**src/rtl/system86_pkg.sv**
```systemverilog
// Shared System 86 bus definitions: bus phase encoding, per-phase E/Q clock
// table and the address driven on MA while the bus is idle.
package system86_pkg;

  typedef enum logic [1:0] {
    P0 = 2'd0,
    P1 = 2'd1,
    P2 = 2'd2,
    P3 = 2'd3
  } phase_e;

  localparam logic [15:0] IDLE_ADDR_DEFAULT = 16'hFFFF;

  typedef struct packed {
    logic clk_1;  // Q
    logic clk_0;  // E
  } phase_clk_t;

  // Q rises at P1, E rises at P2, so Q leads E by exactly one phase.
  function automatic phase_clk_t phase_clk(input phase_e p);
    phase_clk_t c;
    c = '{clk_1: 1'b0, clk_0: 1'b0};
    case (p)
      P0:      c = '{clk_1: 1'b0, clk_0: 1'b0};
      P1:      c = '{clk_1: 1'b1, clk_0: 1'b0};
      P2:      c = '{clk_1: 1'b1, clk_0: 1'b1};
      P3:      c = '{clk_1: 1'b0, clk_0: 1'b1};
      default: c = '{clk_1: 1'b0, clk_0: 1'b0};
    endcase
    return c;
  endfunction

endpackage

```
**src/rtl/mbus_phase_gen.sv**
```systemverilog
// Bus phase sequencer: divides the master clock into four-phase bus cycles,
// decodes the E/Q phase clocks and flags the last clock of each cycle.
module mbus_phase_gen
  import system86_pkg::*;
#(
  parameter int PHASE_DIV = 1
) (
  input  logic       clk,
  input  logic       rst,
  output logic [1:0] phase,
  output logic       clk_0,
  output logic       clk_1,
  output logic       cyc_end
);

  localparam logic [3:0] DIV_LAST = 4'(PHASE_DIV - 1);

  phase_e     phase_q, phase_d;
  logic [3:0] div_q, div_d;
  logic       phase_last;
  phase_clk_t clks;

  // NOTE: sequential state uses non-blocking assignments only; reset is
  // synchronous, so it is just the highest-priority branch inside the edge.
  always_ff @(posedge clk) begin
    if (rst) begin
      phase_q <= P0;
      div_q   <= '0;
    end else begin
      phase_q <= phase_d;
      div_q   <= div_d;
    end
  end

  // NOTE: every signal written here gets a default first, so no path can
  // leave it unassigned and infer a latch.
  always_comb begin
    phase_last = (div_q == DIV_LAST);
    div_d      = div_q + 4'd1;
    phase_d    = phase_q;
    if (phase_last) begin
      div_d   = '0;
      phase_d = phase_e'(phase_q + 2'd1);  // 2-bit wrap takes P3 back to P0
    end
  end

  assign clks    = phase_clk(phase_q);
  assign clk_0   = clks.clk_0;
  assign clk_1   = clks.clk_1;
  assign cyc_end = phase_last && (phase_q == P3);
  assign phase   = phase_q;

endmodule

```
**src/rtl/mcpu_bus_master.sv**
```systemverilog
// MCPU bus master: turns request/response transactions into continuous
// four-phase E/Q bus cycles, inserting dummy cycles when nothing is pending.
module mcpu_bus_master
  import system86_pkg::*;
#(
  parameter int          PHASE_DIV = 1,
  parameter logic [15:0] IDLE_ADDR = IDLE_ADDR_DEFAULT
) (
  input  logic        CLK_6M,
  input  logic        MRESET,
  input  logic        REQ_VALID,
  output logic        REQ_READY,
  input  logic [15:0] REQ_ADDR,
  input  logic        REQ_WE,
  input  logic [7:0]  REQ_WDATA,
  output logic        RSP_VALID,
  output logic [7:0]  RSP_RDATA,
  output logic [15:0] MA,
  output logic        nMWE,
  output logic [7:0]  MD_OUT,
  output logic        MD_OE,
  input  logic [7:0]  MD_IN,
  output logic        CLK_0,
  output logic        CLK_1,
  input  logic        nIRQ_IN,
  output logic        IRQ_PEND
);

  typedef struct packed {
    logic        active;  // 0 = dummy cycle
    logic        we;
    logic [15:0] addr;
    logic [7:0]  wdata;
  } bus_cycle_t;

  logic [1:0] phase_raw;
  phase_e     phase;
  logic       cyc_end;
  bus_cycle_t cur_q;
  logic       rsp_valid_q;
  logic [7:0] rsp_rdata_q;
  logic       irq_pend_q;

  mbus_phase_gen #(
    .PHASE_DIV(PHASE_DIV)
  ) u_phase_gen (
    .clk     (CLK_6M),
    .rst     (MRESET),
    .phase   (phase_raw),
    .clk_0   (CLK_0),
    .clk_1   (CLK_1),
    .cyc_end (cyc_end)
  );

  assign phase = phase_e'(phase_raw);

  // The edge ending P3 is the falling edge of E: it samples read data and the
  // interrupt line, retires the current cycle and loads the next one.
  always_ff @(posedge CLK_6M) begin
    if (MRESET) begin
      cur_q       <= '0;
      rsp_valid_q <= 1'b0;
      rsp_rdata_q <= 8'h00;
      irq_pend_q  <= 1'b0;
    end else begin
      rsp_valid_q <= 1'b0;
      if (cyc_end) begin
        rsp_valid_q <= cur_q.active;
        if (cur_q.active) rsp_rdata_q <= cur_q.we ? 8'h00 : MD_IN;
        irq_pend_q   <= ~nIRQ_IN;
        cur_q.active <= REQ_VALID;
        cur_q.we     <= REQ_VALID & REQ_WE;
        cur_q.addr   <= REQ_VALID ? REQ_ADDR : IDLE_ADDR;
        cur_q.wdata  <= (REQ_VALID & REQ_WE) ? REQ_WDATA : 8'h00;
      end
    end
  end

  assign REQ_READY = cyc_end & ~MRESET;
  assign RSP_VALID = rsp_valid_q;
  assign RSP_RDATA = rsp_rdata_q;
  assign IRQ_PEND  = irq_pend_q;
  assign MA        = cur_q.active ? cur_q.addr : IDLE_ADDR;
  assign nMWE      = ~(cur_q.active & cur_q.we);
  assign MD_OUT    = cur_q.wdata;
  // Write data is only driven once the address has settled for a full phase.
  assign MD_OE     = cur_q.active & cur_q.we & (phase != P0);

endmodule

```
**config.mk**
```make
export PLATFORM = sky130hd
export DESIGN_NAME = mcpu_bus_master
export DESIGN_NICKNAME = d
export VERILOG_FILES = /design/src/rtl/system86_pkg.sv /design/src/rtl/mbus_phase_gen.sv /design/src/rtl/mcpu_bus_master.sv
export SDC_FILE = /design/constraint.sdc
export NUM_CORES = 1
export LEC_CHECK = 0
export ABC_AREA = 1
export CAP_MARGIN = 20
export CORE_MARGIN = 2
export CORE_UTILIZATION = 39
export CTS_BUF_LIST = sky130_fd_sc_hd__clkbuf_16
export DETAILED_ROUTE_END_ITERATION = 16
export PLACE_DENSITY_LB_ADDON = 0.05
export SLEW_MARGIN = 20
export SYNTH_ARGS = -nofsm -noshare
export SYNTH_HDL_FRONTEND = slang
export SYNTH_SLANG_ARGS = --single-unit
```
**constraint.sdc**
```tcl
create_clock -name CLK_6M -period 1.3 [get_ports CLK_6M]
set_input_delay 0.195 -clock CLK_6M [delete_from_list [all_inputs] [get_ports CLK_6M]]
set_output_delay 0.195 -clock CLK_6M [all_outputs]
set_load 0.005 [all_outputs]
```
==> results_dict.tcl, run 1 <==
set metrics [dict create \
    status "complete, no violations" \
    cts.sinks 42 \
    drc 0 \
    cts_buffers 5 \
    synth_common_cells "nand2_1 (90), nor2_1 (72), inv_1 (47)" \
    syn_area_um2 2000 \
    die_w_um 75.7 \
    instances_no_fill 456 \
    rows 26 \
    area_delta_synth_final_pct 55.2 \
    synth_fp_nets 344 \
    ant_nets 0 \
    synth_ff_type "dfxtp_1" \
    initial_core_util_pct 39.7 \
    hold_viol 0 \
    synth_cell_types 22 \
    cp.arrival_ps 1100 \
    ys.warnings.count 0 \
    yosys.area.top_type "dfxtp_1" \
    dieArea_um2 5730 \
    slew_viol_final 0 \
    synth.most_common_cell "nand2_1" \
    synth_edf_count 0 \
    io_buffers 75 \
    r2r_setup_slack_ps 20 \
    globalplace.congestion 0.728 \
    ir_drop_mv 0.663 \
    path_buf_inv 2 \
    power_density_nw_per_um2 936 \
    grt_use_total_pct 16.7 \
    period_minus_slack_ps 1300 \
    detail_route.wl_per_cell_um 10.9 \
    fmax_ghz 0.772 \
    netlist_instances 301 \
    utilization_pct 61.7 \
    worstSkewPairLatency_ps 280 \
    nets 429 \
    rsz0062_at_grt "true" \
    switchingPower_w 0.000664 \
    grt_pass1_wl_um 7130 \
    cp_top_family "flip-flops" \
    die_h_um 75.7 \
    clkPwrFrac_pct 39.2 \
    core_area_um2 5040 \
    cts_max_path_buffers 2 \
    switching_share_pct 22.8 \
    fin_crit_sh_pct 99.7 \
    comb_power_share_pct 14.4 \
    synth_area_leaders "dfxtp_1 (42%), nand2_1 (17%), nor2_1 (13%)" \
    cp_data_required_time_ps 1110 \
    cp-start-kind "flop" \
    slowest_delay_ps 360 \
    crit_type "flop to primary output" \
    antennaDiodeCount 0 \
    endpoint_kind "primary output" \
    totalWireLength_um 4960 \
    place_inst 442 \
    slew_headroom_pct 78.2 \
    cp_max_fo 4 \
    p_leak_nw 1.58 \
    path_cells "inv_6 > ha_4 > nor2_2 > nor2_1 > buf_2" \
    synth-seq-cells 42 \
    globalRoute.totalOverflow 0 \
    synth_seq_area_share_pct 42.0 \
    tightestPinTransition_ps 327 \
    io_pins 76 \
    avgSynthCellArea_um2 6.66 \
    h-tree-depth 2 \
    cp-startpoint "u_phase_gen.phase[0]$_SDFFE_PP0N_" \
    fin_ws_ps 3.87 \
    hp-class "flop to flop" \
    vias 1952 \
    drt_iter0_markers 110 \
    root_buffer "clkbuf_16" \
    vias_per_cell 4.28 \
    cp_slowest_cell "dfxtp_4" \
    setup-tns-final_ps 0 \
    clk_pin_slew_ps 60 \
    internal-power_w 0.00225 \
    pre_cts_slack_ps -167 \
    drive_gt1_share_pct 18.1 \
    setup_viol 0 \
    drv_cap 0 \
    ctsHoldBuffers 0 \
    reg2reg_from "u_phase_gen.phase[1]$_SDFFE_PP0N_" \
    place_hpwl_um 3070 \
    tritoncts "built" \
    seqPwrFrac_pct 46.4 \
    async_flop_share_pct 0 \
    synth_top_cell_area_share_pct 42.0 \
    antenna_found_initial 0 \
    grt_pass1_vias 1588 \
    firstDrtPassIters 4 \
    clock-skew-final_ps 4.44 \
    holdCritStartpoint "MD_OUT[3]$_SDFFE_PP0P_" \
    grt_max_degree 29 \
]
==> sequential cells by signal (all words and copies together) (netlist names) <==
signal             count
IRQ_PEND               1
MD_OUT                 8
RSP_RDATA              8
RSP_VALID              1
cur_q                 18
u_phase_gen.div_q      4
u_phase_gen.phase      2
==> power by group through the flow <==
stage,sequential (W),combinational [W],clock [W]
3_5_place_dp,0.00137,0.000385,0
4_1_cts,0.00135,0.000381,0.00117
3_3_place_gp,0.00137,0.000383,0
2_1_floorplan,0.00137,0.000177,0
5_1_grt,0.00135,0.000465,0.00124
6_report,0.00135,0.000418,0.00114
==> area by class of cell <==
type	instances	area, µm²
Multi-Input combinational cell	193	958
Inverter	49	194
Fill cell	478	1930
Clock inverter	2	7.51
Clock buffer	5	125
Sequential cell	42	852
Tap cell	70	87.6
Timing Repair Buffer	95	885
==> repair_timing <==
item                       CTS  global route
resized for setup           76            39
setup endpoints to repair   55            48
pin swaps                    4             9
cloned                       0             4
buffers inserted             2             1
==> through the flow <==
| stage | hold slack, ps | cell area [µm²] | power, W |
|---|---|---|---|
| after floorplan | 264 | 2000 | 0.00154 |
| after global placement | 451 | 2850 | 0.00175 |
| after detailed placement | 455 | 2850 | 0.00176 |
| after CTS | 462 | 3000 | 0.00290 |
| after global routing | 476 | 3110 | 0.00306 |
| final | 460 | 3110 | 0.00291 |
==> layout by cell type, fill, tap and decap left out, types with 4 or more instances in the layout <==
master,Yosys,routed
inv_1,47,45
buf_4,8,14
dlymetal6s2s_1,0,5
nand2_1,90,88
clkdlybuf4s50_1,0,36
nor2_2,0,4
a21oi_1,13,13
dlygate4sd2_1,0,14
dfxtp_1,42,39
nor2_1,72,67
ha_4,0,4
clkbuf_2,0,13
clkbuf_16,0,7
==> logic make-up after synthesis <==
group / Yosys count / share of synthesized area, %
simple gates: 168 / 33.7
buf+inv: 68 / 16.0
flops: 42 / 42.0
compound gates: 16 / 4.18
fa+ha+maj: 6 / 3.75
xor+xnor: 1 / 0.437
==> path summary, 6_finish.rpt <==
kind	end	depth (start not counted)
setup reg to reg	cur_q[23]$_SDFFE_PP0P_	6
setup / recovery	CLK_0	5
hold / removal	MD_OUT[3]$_SDFFE_PP0P_	2
hold reg to reg	MD_OUT[3]$_SDFFE_PP0P_	2
==> worst min-delay path, cell delays in order (launching register included) <==
cell and delay (ps):
dfxtp_1 300, nand2_1 60, a21oi_1 50
==> layer usage <==
layer	vias up	global-route usage [%]	share of wire, %
met5	-	0	0
met2	47	28.0	49
met4	0	5.85	2.0
met1	849	20.4	44
met3	7	4.89	5.6
li1	1049	-	-
No activity file was read; power rests on OpenSTA's default activity.
==> run 2, diff against run 1 <==
Settings changed: CORE_MARGIN 2 to unset, CTS_BUF_LIST sky130_fd_sc_hd__clkbuf_16 to unset.
==> results_dict.tcl, run 2 (synthesized netlist as in run 1, its figures left out) <==
set metrics [dict create \
    fmax_ghz 0.734 \
    drc 0 \
    cp-start-kind "flop" \
    vias_per_cell 4.24 \
    cpMostUsedCell "buf_6" \
    grt_pass1_wl_um 7400 \
    rows 25 \
    setup_viol 6 \
    nets 430 \
    grt_max_degree 29 \
    initial_core_util_pct 41.6 \
    antennaDiodeCount 0 \
    cp_slowest_cell "dfxtp_2" \
    area_delta_synth_final_pct 49.9 \
    worstSkewPairLatency_ps 290 \
    die_h_um 73.7 \
    drive_gt1_share_pct 19.1 \
    place_hpwl_um 3090 \
    place_inst 441 \
    slowest_delay_ps 350 \
    layout_common_cells "nand2_1 (88), nor2_1 (71), inv_1 (45)" \
    globalplace.congestion 0.711 \
    cp_top_family "flip-flops" \
    io_pins 76 \
    endpoint_kind "primary output" \
    power_density_nw_per_um2 844 \
    die_w_um 73.7 \
    final_common_cell "nand2_1" \
    cp_max_fo 3 \
    hp-class "flop to flop" \
    utilization_pct 62.3 \
    drv_cap 0 \
    rsz0062_at_grt "true" \
    tightestPinTransition_ps 306 \
    violations "setup timing" \
    largest_reg_flops 18 \
    clk_pin_slew_ps 80 \
    status "finished, violations left" \
    tritoncts "built" \
    firstDrtPassIters 4 \
    vias 1927 \
    detail_route.wl_per_cell_um 10.4 \
    fin_ws_ps -62.2 \
    fill_cells 476 \
    totalWireLength_um 4730 \
    slew_headroom_pct 79.5 \
    path_buf_inv 2 \
    pre_cts_slack_ps -191 \
    path_cells "buf_6 > ha_4 > nand3_4 > nor2_4 > buf_6" \
    hold_viol 0 \
    cts_max_path_buffers 2 \
    clock-skew-final_ps 5.75 \
    root_buffer "clkbuf_8" \
    grt_use_total_pct 17.9 \
    core_area_um2 4820 \
    ir_drop_mv 0.696 \
    cts_buffers 5 \
    dieArea_um2 5430 \
    instances_no_fill 454 \
    ctsHoldBuffers 0 \
    globalRoute.totalOverflow 0 \
    cp_data_required_time_ps 1110 \
    placed_cell_area_um2 2840 \
    ant_nets 0 \
    antenna_found_initial 0 \
    regMostFlops "cur_q" \
    io_buffers 75 \
    h-tree-depth 2 \
    fin_hold_ws_ps 459 \
    cp.arrival_ps 1170 \
    design_area_um2 3000 \
    cts.sinks 42 \
    slew_viol_final 0 \
    crit_type "flop to primary output" \
    grt_pass1_vias 1722 \
    p_leak_nw 1.48 \
    drt_iter0_markers 58 \
    period_minus_slack_ps 1360 \
    fin_crit_sh_pct 105 \
]
## run 2: repair_timing
item / in CTS / in global routing
gates resized for setup: 85 / 27
endpoints found under the setup margin: 57 / 43
buffers inserted: 3 / 0
cloned: 0 / 3
pin swaps: 3 / 4
## run 2: worst paths after layout
check / cells past startpoint / slack, ps / end / from
worst max-delay path: 5 / -60 / REQ_READY / u_phase_gen.phase[1]$_SDFFE_PP0N_
worst min-delay path: 2 / 460 / MD_OUT[3]$_SDFFE_PP0P_ / MD_OUT[3]$_SDFFE_PP0P_
worst max register to register: 7 / -10 / cur_q[20]$_SDFFE_PP0P_ / u_phase_gen.div_q[1]$_SDFF_PP0_
worst min register to register: 2 / 460 / MD_OUT[3]$_SDFFE_PP0P_ / MD_OUT[3]$_SDFFE_PP0P_
## run 2: cell type report
| class | instances | area, µm² | share of cell area (%) |
|---|---|---|---|
| clock buffer | 7 | 76.3 | 2.54 |
| inverter | 49 | 186 | 6.21 |
| multi-input combinational | 193 | 936 | 31.2 |
| sequential | 42 | 860 | 28.6 |
| tap | 67 | 83.8 | 2.79 |
| timing repair buffer | 96 | 861 | 28.7 |
## run 2: per-layer routing
layer / share of wire (%) / global-route usage [%]
met1: 43 / 20.6
met4: 1.6 / 8.33
met5: 0 / 0
met2: 50 / 31.3
met3: 5.1 / 3.98
## run 2: where the power goes
part | internal, W | switching (W)
Sequential | 0.00133 | 0.0000160
Combinational | 0.000225 | 0.000181
Clock | 0.000370 | 0.000415
## run 2: worst register-to-register path: cells and delay by family (launching register included)
| kind | cells | cell delay (ps) |
|---|---|---|
| adders and majority gates | 1 | 200 |
| buffers and inverters | 3 | 420 |
| and+or+nand+nor | 3 | 270 |
| DFF | 1 | 320 |
## run 2: per-stage QoR
step	power, W	setup TNS, ps
3_5_place_dp	0.00176	-893
3_3_place_gp	0.00175	-729
5_1_grt	0.00267	-2840
2_1_floorplan	0.00154	0
4_1_cts	0.00256	-1160
6_report	0.00253	-176
